===== src/rtl/eth_rx_frame_fetcher_if.sv =====
// eth_rx_frame_fetcher_if: single-outstanding MMIO read bus between the fetcher and the MAC register window
interface eth_rx_frame_fetcher_if;
    logic        strobe_o;
    logic [31:0] addr_o;
    logic        we_o;
    logic [31:0] data_o;
    logic        done_i;
    logic [31:0] data_i;
    modport master (output strobe_o, addr_o, we_o, data_o, input done_i, data_i);
    modport slave (input strobe_o, addr_o, we_o, data_o, output done_i, data_i);
endinterface


===== src/rtl/eth_rx_frame_fetcher.sv =====
// eth_rx_frame_fetcher: polls a MAC RX MMIO window and copies one frame into a local word buffer
module eth_rx_frame_fetcher #(
    parameter logic [31:0] BASE_ADDR  = 32'h0000_0000,
    parameter int          MAX_WORDS  = 1024,
    parameter int          POLL_LIMIT = 1000
) (
    input  logic                         clk,
    input  logic                         rst,
    input  logic                         start,
    output logic                         busy,
    output logic                         done,
    output logic [15:0]                  frame_len,
    output logic                         err_overflow,
    output logic                         err_timeout,
    output logic                         wr_en,
    output logic [$clog2(MAX_WORDS)-1:0] wr_addr,
    output logic [31:0]                  wr_data,
    eth_rx_frame_fetcher_if.master       mmio
);
    localparam int AW = $clog2(MAX_WORDS);
    localparam int PW = $clog2(POLL_LIMIT + 1);
    typedef enum logic [2:0] {IDLE, POLL, KEEP, LAST, DATA, FIN} state_t;
    state_t state, state_n;
    logic pend, ack, rd, room, last_q, poll_exp;
    logic [3:0] keep_q;
    logic [AW:0] word_cnt;
    logic [PW-1:0] poll_cnt;
    logic [16:0] len_sum;
    assign rd = state inside {POLL, KEEP, LAST, DATA};
    // pend marks an issued read whose done_i is still due; it keeps strobe_o quiet meanwhile
    assign ack = pend && mmio.done_i;
    assign room = word_cnt < (AW + 1)'(MAX_WORDS);
    assign poll_exp = poll_cnt == PW'(POLL_LIMIT - 1);
    assign len_sum = {1'b0, frame_len} + 17'($countones(keep_q));
    assign mmio.strobe_o = !rst && rd && !pend;
    assign mmio.addr_o = (rst || !rd) ? '0 : BASE_ADDR + ((state == POLL) ? 32'h8 : (state == KEEP) ? 32'h4 : (state == LAST) ? 32'hC : 32'h0);
    assign mmio.we_o = 1'b0;
    assign mmio.data_o = '0;
    assign wr_addr = word_cnt[AW-1:0];
    assign wr_data = mmio.data_i;
    always_ff @(posedge clk) state <= rst ? IDLE : state_n;
    always_comb begin
        state_n = state;
        busy = !rst && state != IDLE && state != FIN;
        done = !rst && state == FIN;
        wr_en = !rst && state == DATA && ack && room;
        case (state)
            IDLE: state_n = start ? POLL : IDLE;
            POLL: if (ack) state_n = mmio.data_i[0] ? KEEP : poll_exp ? FIN : POLL;
            KEEP: if (ack) state_n = LAST;
            LAST: if (ack) state_n = DATA;
            DATA: if (ack) state_n = last_q ? FIN : POLL;
            default: state_n = IDLE;
        endcase
    end
    always_ff @(posedge clk) begin
        if (rst) begin
            pend <= 1'b0;
            frame_len <= '0;
            err_overflow <= 1'b0;
            err_timeout <= 1'b0;
            word_cnt <= '0;
            poll_cnt <= '0;
            keep_q <= '0;
            last_q <= 1'b0;
        end else begin
            if (mmio.strobe_o) pend <= 1'b1;
            else if (ack) pend <= 1'b0;
            if (state == IDLE && start) begin
                frame_len <= '0;
                err_overflow <= 1'b0;
                err_timeout <= 1'b0;
                word_cnt <= '0;
                poll_cnt <= '0;
            end
            if (ack) begin
                case (state)
                    POLL: begin
                        poll_cnt <= mmio.data_i[0] ? '0 : poll_cnt + 1'b1;
                        if (!mmio.data_i[0] && poll_exp) err_timeout <= 1'b1;
                    end
                    KEEP: keep_q <= mmio.data_i[3:0];
                    LAST: last_q <= mmio.data_i[0];
                    DATA: begin
                        // a full buffer still consumes the MAC word, it just is not stored
                        if (room) begin
                            word_cnt <= word_cnt + 1'b1;
                            frame_len <= len_sum[16] ? 16'hFFFF : len_sum[15:0];
                        end else err_overflow <= 1'b1;
                    end
                    default: ;
                endcase
            end
        end
    end
endmodule

===== src/flat_wrapper.sv =====
// flat-port wrapper written by rule: the top's interface ports become plain ports
module eth_rx_frame_fetcher_flat 
#(
    parameter logic [31:0] BASE_ADDR  = 32'h0000_0000,
    parameter int          MAX_WORDS  = 1024,
    parameter int          POLL_LIMIT = 1000
)
  (clk, rst, start, busy, done, frame_len, err_overflow, err_timeout, wr_en, wr_addr, wr_data, mmio_strobe_o, mmio_addr_o, mmio_we_o, mmio_data_o, mmio_done_i, mmio_data_i);
  eth_rx_frame_fetcher_if mmio_i ();
  input  logic clk;
  input  logic rst;
  input  logic start;
  output logic busy;
  output logic done;
  output logic [15:0] frame_len;
  output logic err_overflow;
  output logic err_timeout;
  output logic wr_en;
  output logic [$clog2(MAX_WORDS)-1:0] wr_addr;
  output logic [31:0] wr_data;
  output wire logic [$bits(mmio_i.strobe_o)-1:0] mmio_strobe_o;
  output wire logic [$bits(mmio_i.addr_o)-1:0] mmio_addr_o;
  output wire logic [$bits(mmio_i.we_o)-1:0] mmio_we_o;
  output wire logic [$bits(mmio_i.data_o)-1:0] mmio_data_o;
  input wire logic [$bits(mmio_i.done_i)-1:0] mmio_done_i;
  input wire logic [$bits(mmio_i.data_i)-1:0] mmio_data_i;
  assign mmio_strobe_o = mmio_i.strobe_o;
  assign mmio_addr_o = mmio_i.addr_o;
  assign mmio_we_o = mmio_i.we_o;
  assign mmio_data_o = mmio_i.data_o;
  assign mmio_i.done_i = mmio_done_i;
  assign mmio_i.data_i = mmio_data_i;
  eth_rx_frame_fetcher #(.BASE_ADDR(BASE_ADDR), .MAX_WORDS(MAX_WORDS), .POLL_LIMIT(POLL_LIMIT)) u_core (.clk(clk), .rst(rst), .start(start), .busy(busy), .done(done), .frame_len(frame_len), .err_overflow(err_overflow), .err_timeout(err_timeout), .wr_en(wr_en), .wr_addr(wr_addr), .wr_data(wr_data), .mmio(mmio_i));
endmodule

===== config.mk =====
export PLATFORM = sky130hd
export DESIGN_NAME = eth_rx_frame_fetcher_flat
export DESIGN_NICKNAME = d
export VERILOG_FILES = /design/src/rtl/eth_rx_frame_fetcher_if.sv /design/src/rtl/eth_rx_frame_fetcher.sv /design/src/flat_wrapper.sv
export SDC_FILE = /design/constraint.sdc
export NUM_CORES = 1
export LEC_CHECK = 0
export ABC_AREA = 1
export CAP_MARGIN = 10
export CELL_PAD_IN_SITES_DETAIL_PLACEMENT = 1
export CELL_PAD_IN_SITES_GLOBAL_PLACEMENT = 2
export CORE_ASPECT_RATIO = 1.1
export CORE_UTILIZATION = 19
export DETAILED_ROUTE_END_ITERATION = 8
export PLACE_DENSITY = 0.88
export SLEW_MARGIN = 20
export SYNTH_ARGS = -nofsm -noshare
export SYNTH_HDL_FRONTEND = slang
export SYNTH_SLANG_ARGS = --single-unit

===== constraint.sdc =====
create_clock -name clk -period 2.2 [get_ports clk]
set_clock_uncertainty 0.05 [all_clocks]
set_input_delay 0.44 -clock clk [delete_from_list [all_inputs] [get_ports clk]]
set_output_delay 0.44 -clock clk [all_outputs]
set_load 0.05 [all_outputs]

# Word-level counts from Yosys, hierarchy flattened
# Cells that the tools add are included.
# totals
word_cells	86
ff_bits	48
out_inout_bits	129
# classes
mux	36
reduce_logical	23
n_lt_le_gt_ge	1
eq_ne	11
addsub	6
# op_table
operator	n
32-bit two-way mux	3
16-bit two-way mux	5
11-bit two-way mux	4
10-bit two-way mux	4
3-bit two-way mux	7
16-bit by 17-bit adder with 17-bit output	1
17-bit adder	1
3-bit case mux with 5 select lines	1
11-bit by 1-bit adder with 11-bit output (second input constant)	1
1-bit logical AND	11
11-bit less-than comparator (second input constant)	1
1-bit two-way mux	11
10-bit by 1-bit adder with 10-bit output (second input constant)	1
10-bit equality test (second input constant)	1
2-bit by 1-bit inequality test with 1-bit output (second input constant)	4
3-bit by 2-bit equality test with 1-bit output (second input constant)	2
3-bit equality test (second input constant)	2
1-bit by 1-bit adder with 2-bit output	2
1-bit zero test	4
4-bit two-way mux	1
2-bit AND reduction	2
4-bit AND reduction	1
4-bit nonzero test	1
3-bit by 1-bit equality test with 1-bit output (second input constant)	1
other kinds (5)	5

# Logic depth before layout (Yosys ltp)
# logic_depth
word_depth	7
depth_mapped	14

# Worst setup path after synthesis
# OpenSTA, ideal clock, no wires.
# synth_path
kind	input to output
startpoint	input port rst
endpoint	output port done
slack_ps	-648
t_arrival_ps	2358
required_ps	1710
n_path_buf	2
cell_stages	3
path_cell_list	clkbuf_1 > clkbuf_1 > nor4_1
# synth_via
elab_chain_cells	2
# synth_rtl
element	line	source
start: declaration	flat_wrapper.sv:11	input logic rst;
1-bit zero test	eth_rx_frame_fetcher.sv:45	done = !rst && state == FIN;
1-bit logical AND	eth_rx_frame_fetcher.sv:45	
end: declaration	flat_wrapper.sv:14	output logic done;
# Every way passes these cells.

# Worst setup path after layout
# layout_path
startpoint	register u_core.keep_q[3]
endpoint	register u_core.frame_len[13]
# layout_via
elab_chain_cells	7
# layout_rtl
element	line	source
start: declaration	eth_rx_frame_fetcher.sv:25	logic [3:0] keep_q;
start signal: assignment	eth_rx_frame_fetcher.sv:82	KEEP: keep_q <= mmio.data_i[3:0];
1-bit by 1-bit adder with 2-bit output (not written as such)	eth_rx_frame_fetcher.sv:34	assign len_sum = {1'b0, frame_len} + 17'($countones(keep_q));
17-bit adder (not written as such)	eth_rx_frame_fetcher.sv:34	
16-bit by 17-bit adder with 17-bit output	eth_rx_frame_fetcher.sv:34	
16-bit two-way mux	eth_rx_frame_fetcher.sv:88	frame_len <= len_sum[16] ? 16'hFFFF : len_sum[15:0];
16-bit two-way mux	eth_rx_frame_fetcher.sv:86	if (room) begin
16-bit two-way mux	eth_rx_frame_fetcher.sv:77	case (state)
16-bit two-way mux	eth_rx_frame_fetcher.sv:76	if (ack) begin
end signal: assignment	eth_rx_frame_fetcher.sv:88	
end: declaration	eth_rx_frame_fetcher.sv:12	output logic [15:0] frame_len,
# Every way passes these cells.
# A chain may end at the register's enable or synchronous reset.

==> summary.log <==
[run_status] run status finished, violations left
[run_status] violations in the final reports negative setup slack
[power_and_ir_drop] switching power as a share of total power 0.389
[grt] via count of the first global-routing pass 3049
[clock_network] Clock Tree Buf Depth 2
[detailed_routing] routed vias/inst 3.96
[critical_path] type of the worst setup path flip-flop to flip-flop
[critical_path] timing startpoint of the critical path u_core.keep_q[3]$_SDFFE_PP0P_
[critical_path] CP max stage delay 0.49 ns
[timing] sum of negative setup slack -0.405 ns
[cells_and_area] final design utilization 0.236
[run] max-cap check violation count 0
[power_and_ir_drop] worst voltage drop across the vdd grid 0.363 mV
[detailed_routing] number of search-and-repair iterations in the first detailed-routing pass 5
[clock_network] Worst-Skew Late Latency 0.29 ns
[synthesis] count of flip-flops with a built-in enable after synthesis 0
[power_and_ir_drop] cell-internal power 1.67 mW
[worst_hold_path] Hold Crit Start u_core.err_timeout$_SDFF_PP0_
[cells_and_area] area used by multi-input combinational logic 1860 µm²
[critical_path] CP required 2.34 ns
[cells_and_area] number of inserted diodes 0
[critical_path] Worst R2R Start u_core.keep_q[3]$_SDFFE_PP0P_
[die] std cell rows 51
[power_and_ir_drop] Switching Power 1.07 mW
[detailed_routing] max layer used met4
[clock_network] number of buffers added by the clock tree synthesis step 5
[critical_path] capturing element type of the critical path flip-flop
[cells_and_area] net count reported at finish 596
[timing] RSZ-0062 raised after global routing true
[cells_and_area] commonest non-fill, non-tap cells in the layout 110 x sky130_fd_sc_hd__nand2_1, 63 x sky130_fd_sc_hd__conb_1, 55 x sky130_fd_sc_hd__nor2_1
[cells_and_area] filler-free cell count of the finished design 790
[worst_hold_path] hold-critical path depth 2
[clock_network] number of hold-repair buffers added at the cts stage 0
[clock_network] count of H-tree levels built during CTS 2
[critical_path] cell type of the slowest stage on the worst timing path sky130_fd_sc_hd__fa_1
[timing] Slew Limit Fails 0
[timing] maximum frequency from static timing analysis 0.432 GHz
[synthesis] Syn. warnings 0
[placed_design] global placer's final weighted congestion 0.769
[placed_design] Port Buffers 45
[synthesis] gate count of the mapped netlist 526
[synthesis] Synth area leaders sky130_fd_sc_hd__dfxtp_1 27%, sky130_fd_sc_hd__buf_4 23%, sky130_fd_sc_hd__nand2_1 12%, sky130_fd_sc_hd__nor2_1 6.2%, sky130_fd_sc_hd__nand3_1 5.7%
[cells_and_area] share of layout cells above drive strength 1 0.161
[power_and_ir_drop] power density over the cells 648 nW/µm²
[detailed_routing] average wire per cell in the routed design 11.9 µm
[synthesis] leading area contributor after synthesis sky130_fd_sc_hd__dfxtp_1
[cells_and_area] number of inserted filler cells in the final layout 2220
[die] total die area 19100 µm²
[die] number of I/O pins 165
[clock_network] clock tree sinks 48
[cells_and_area] sequential cell area 970 µm²
[clock_network] TritonCTS clock tree done
[die] die width 132 µm
[power_and_ir_drop] portion of total power attributed to sequential cells 0.345
[synthesis] sequential share of the synthesized area 0.272
[grt] pin count of the biggest net entering global routing 26
[power_and_ir_drop] Overall Power 2.74 mW
[timing] time the worst path needs with I/O delays and setup 2.32 ns
[synthesis] total of flip-flops plus latches after synthesis 48
[timing] final cycle utilization of the critical path 1.05
[timing] slew margin rel. 0.628
[detailed_routing] number of design-rule violations left by the first detailed-router iteration 125
[detailed_routing] length of routed wiring on met1 4.30 mm
[timing] Slew @ Worst Pin 0.556 ns
[critical_path] cell-by-cell trace of the critical path ha_4 > inv_2 > fa_1 > inv_1 > ha_2 > fa_2 > nand3_2 > nor2_4 > nand2_2 > inv_2 > nand3b_1 > nand3_1 > nand2_1 > nand2_1
[critical_path] worst-path fanout max 5
[power_and_ir_drop] part of the total power dissipated in the clock network 0.320
[synthesis] synthesized area divided by synthesized cell count 6.71 µm²
[synthesis] number of distinct library cell variants in the gate-level netlist after synthesis 31
[critical_path] R2R depth 14
[power_and_ir_drop] Leak Pwr 1.81 nW
[cells_and_area] most frequent standard cell in the layout excluding fill and tap cells sky130_fd_sc_hd__nand2_1
[timing] final number of hold-violating endpoints 0
[timing] Worst Hold Margin 0.399 ns
[power_and_ir_drop] combinational group share of total power 0.335
[clock_network] Clock transition at path regs 0.07 ns
[detailed_routing] met3 routed WL 508 µm
[placed_design] cell count after placement 781
[die] vertical die dimension 145 µm
[die] total core area 17900 µm²
[detailed_routing] met2 WL post-DR 4.49 mm
[synthesis] Mapped Area 3530 µm²
[timing] Final setup viols 5
[placed_design] detailed placer's ending HPWL 7.25 mm
[cells_and_area] area added between synthesis and finish 19.8%
[detailed_routing] Final Routed Wirelength 9.39 mm
[detailed_routing] via count 3125
[clock_network] master cell of the clock root buffer sky130_fd_sc_hd__clkbuf_16
[detailed_routing] Residual DRC 0
[synthesis] Main synth FF type sky130_fd_sc_hd__dfxtp_1
[timing] Final WS setup -0.115 ns
[synthesis] async set-reset flop share out of synthesis 0
[critical_path] category of the worst setup path launch point flip-flop
[grt] number of antenna violations at the first check in global routing 0
[synthesis] Synth top area share 0.272
[detailed_routing] antenna violation net count after detailed routing 0
[critical_path] arrival time at the worst endpoint 2.45 ns
[die] starting utilization of the core area 0.197
[worst_hold_path] type of the tightest min-delay check flip-flop to flip-flop
[grt] total congestion overflow after global routing 0
[grt] Total Routing Usage GR 0.0981
[grt] wire length of the first global-routing pass 15.2 mm
-- worst max-delay path, delay by kind of cell, from the launching register on --
family | cells | cell delay (ns)
buf+inv | 3 | 0.11
fa+ha+maj | 4 | 1.20
simple gates | 7 | 0.49
flops | 1 | 0.36
-- registers in the layout (all words and copies together) (netlist names) --
signal	flops
u_core.frame_len	16
u_core.word_cnt	11
u_core.poll_cnt	10
u_core.keep_q	4
u_core.state	3
u_core.err_overflow	1
u_core.err_timeout	1
u_core.last_q	1
u_core.pend	1
-- metal layers --
metal,vias to the layer above,track usage
met1,1467,0.123
met3,10,0.0210
met5,-,0
met2,92,0.167
li1,1556,-
met4,0,0.0279
-- cell usage after synthesis (4+ instances only) --
library cell / count
sky130_fd_sc_hd__a21oi_1: 22
sky130_fd_sc_hd__ha_1: 6
sky130_fd_sc_hd__nor3_1: 6
sky130_fd_sc_hd__nand3_1: 40
sky130_fd_sc_hd__clkbuf_1: 4
sky130_fd_sc_hd__nor2_1: 58
sky130_fd_sc_hd__nor2_2: 4
sky130_fd_sc_hd__nand2_1: 111
sky130_fd_sc_hd__nand4_1: 8
sky130_fd_sc_hd__buf_4: 107
sky130_fd_sc_hd__inv_1: 50
sky130_fd_sc_hd__o21ai_0: 30
sky130_fd_sc_hd__dfxtp_1: 48
-- final timing paths --
| path | end | slack [ns] |
|---|---|---|
| hold / removal | u_core.err_timeout$_SDFF_PP0_ | 0.40 |
| hold reg to reg | u_core.err_timeout$_SDFF_PP0_ | 0.40 |
| setup / recovery | u_core.frame_len[13]$_SDFF_PP0_ | -0.12 |
| setup reg to reg | u_core.frame_len[13]$_SDFF_PP0_ | -0.12 |
-- cell families after synthesis --
| group | share of synthesized area |
|---|---|
| and+or+nand+nor | 0.301 |
| adders and majority gates | 0.0383 |
| xor gates and xnor gates | 0.00496 |
| buffers and inverters | 0.293 |
| AOI/OAI and AO/OA | 0.0893 |
| other | 0.00106 |
| DFF | 0.272 |
-- area by class of cell --
cell class              count  area share
clock buffers               6      0.0305
clock inverters             2     0.00828
inverters                  52      0.0461
multi-input cells         374       0.440
flip-flops and latches     48       0.229
well taps                 238      0.0704
repair buffers             70       0.176
-- power by group through the flow --
| stage | combinational (mW) | sequential (mW) | clock (mW) |
|---|---|---|---|
| after floorplan | 0.905 | 0.937 | 0 |
| after global placement | 0.920 | 0.962 | 0 |
| after detailed placement | 0.923 | 0.963 | 0 |
| after CTS | 0.928 | 0.944 | 0.910 |
| after global routing | 0.990 | 0.950 | 0.943 |
| final | 0.919 | 0.945 | 0.879 |
-- stage by stage --
step           instance area, µm²  setup WS, ns
5_1_grt                      4230        -0.270
6_report                     4230        -0.115
2_1_floorplan                3810       -0.0903
3_3_place_gp                 4010        -0.123
3_5_place_dp                 4010        -0.164
4_1_cts                      4190       -0.0947
-- repair_timing --
item	in CTS	in global routing
buffers inserted	1	0
gates resized for setup	6	12
setup endpoints to repair	12	17
pin swaps	8	6
cloned	0	0
Power figures use the tool's default switching activity.
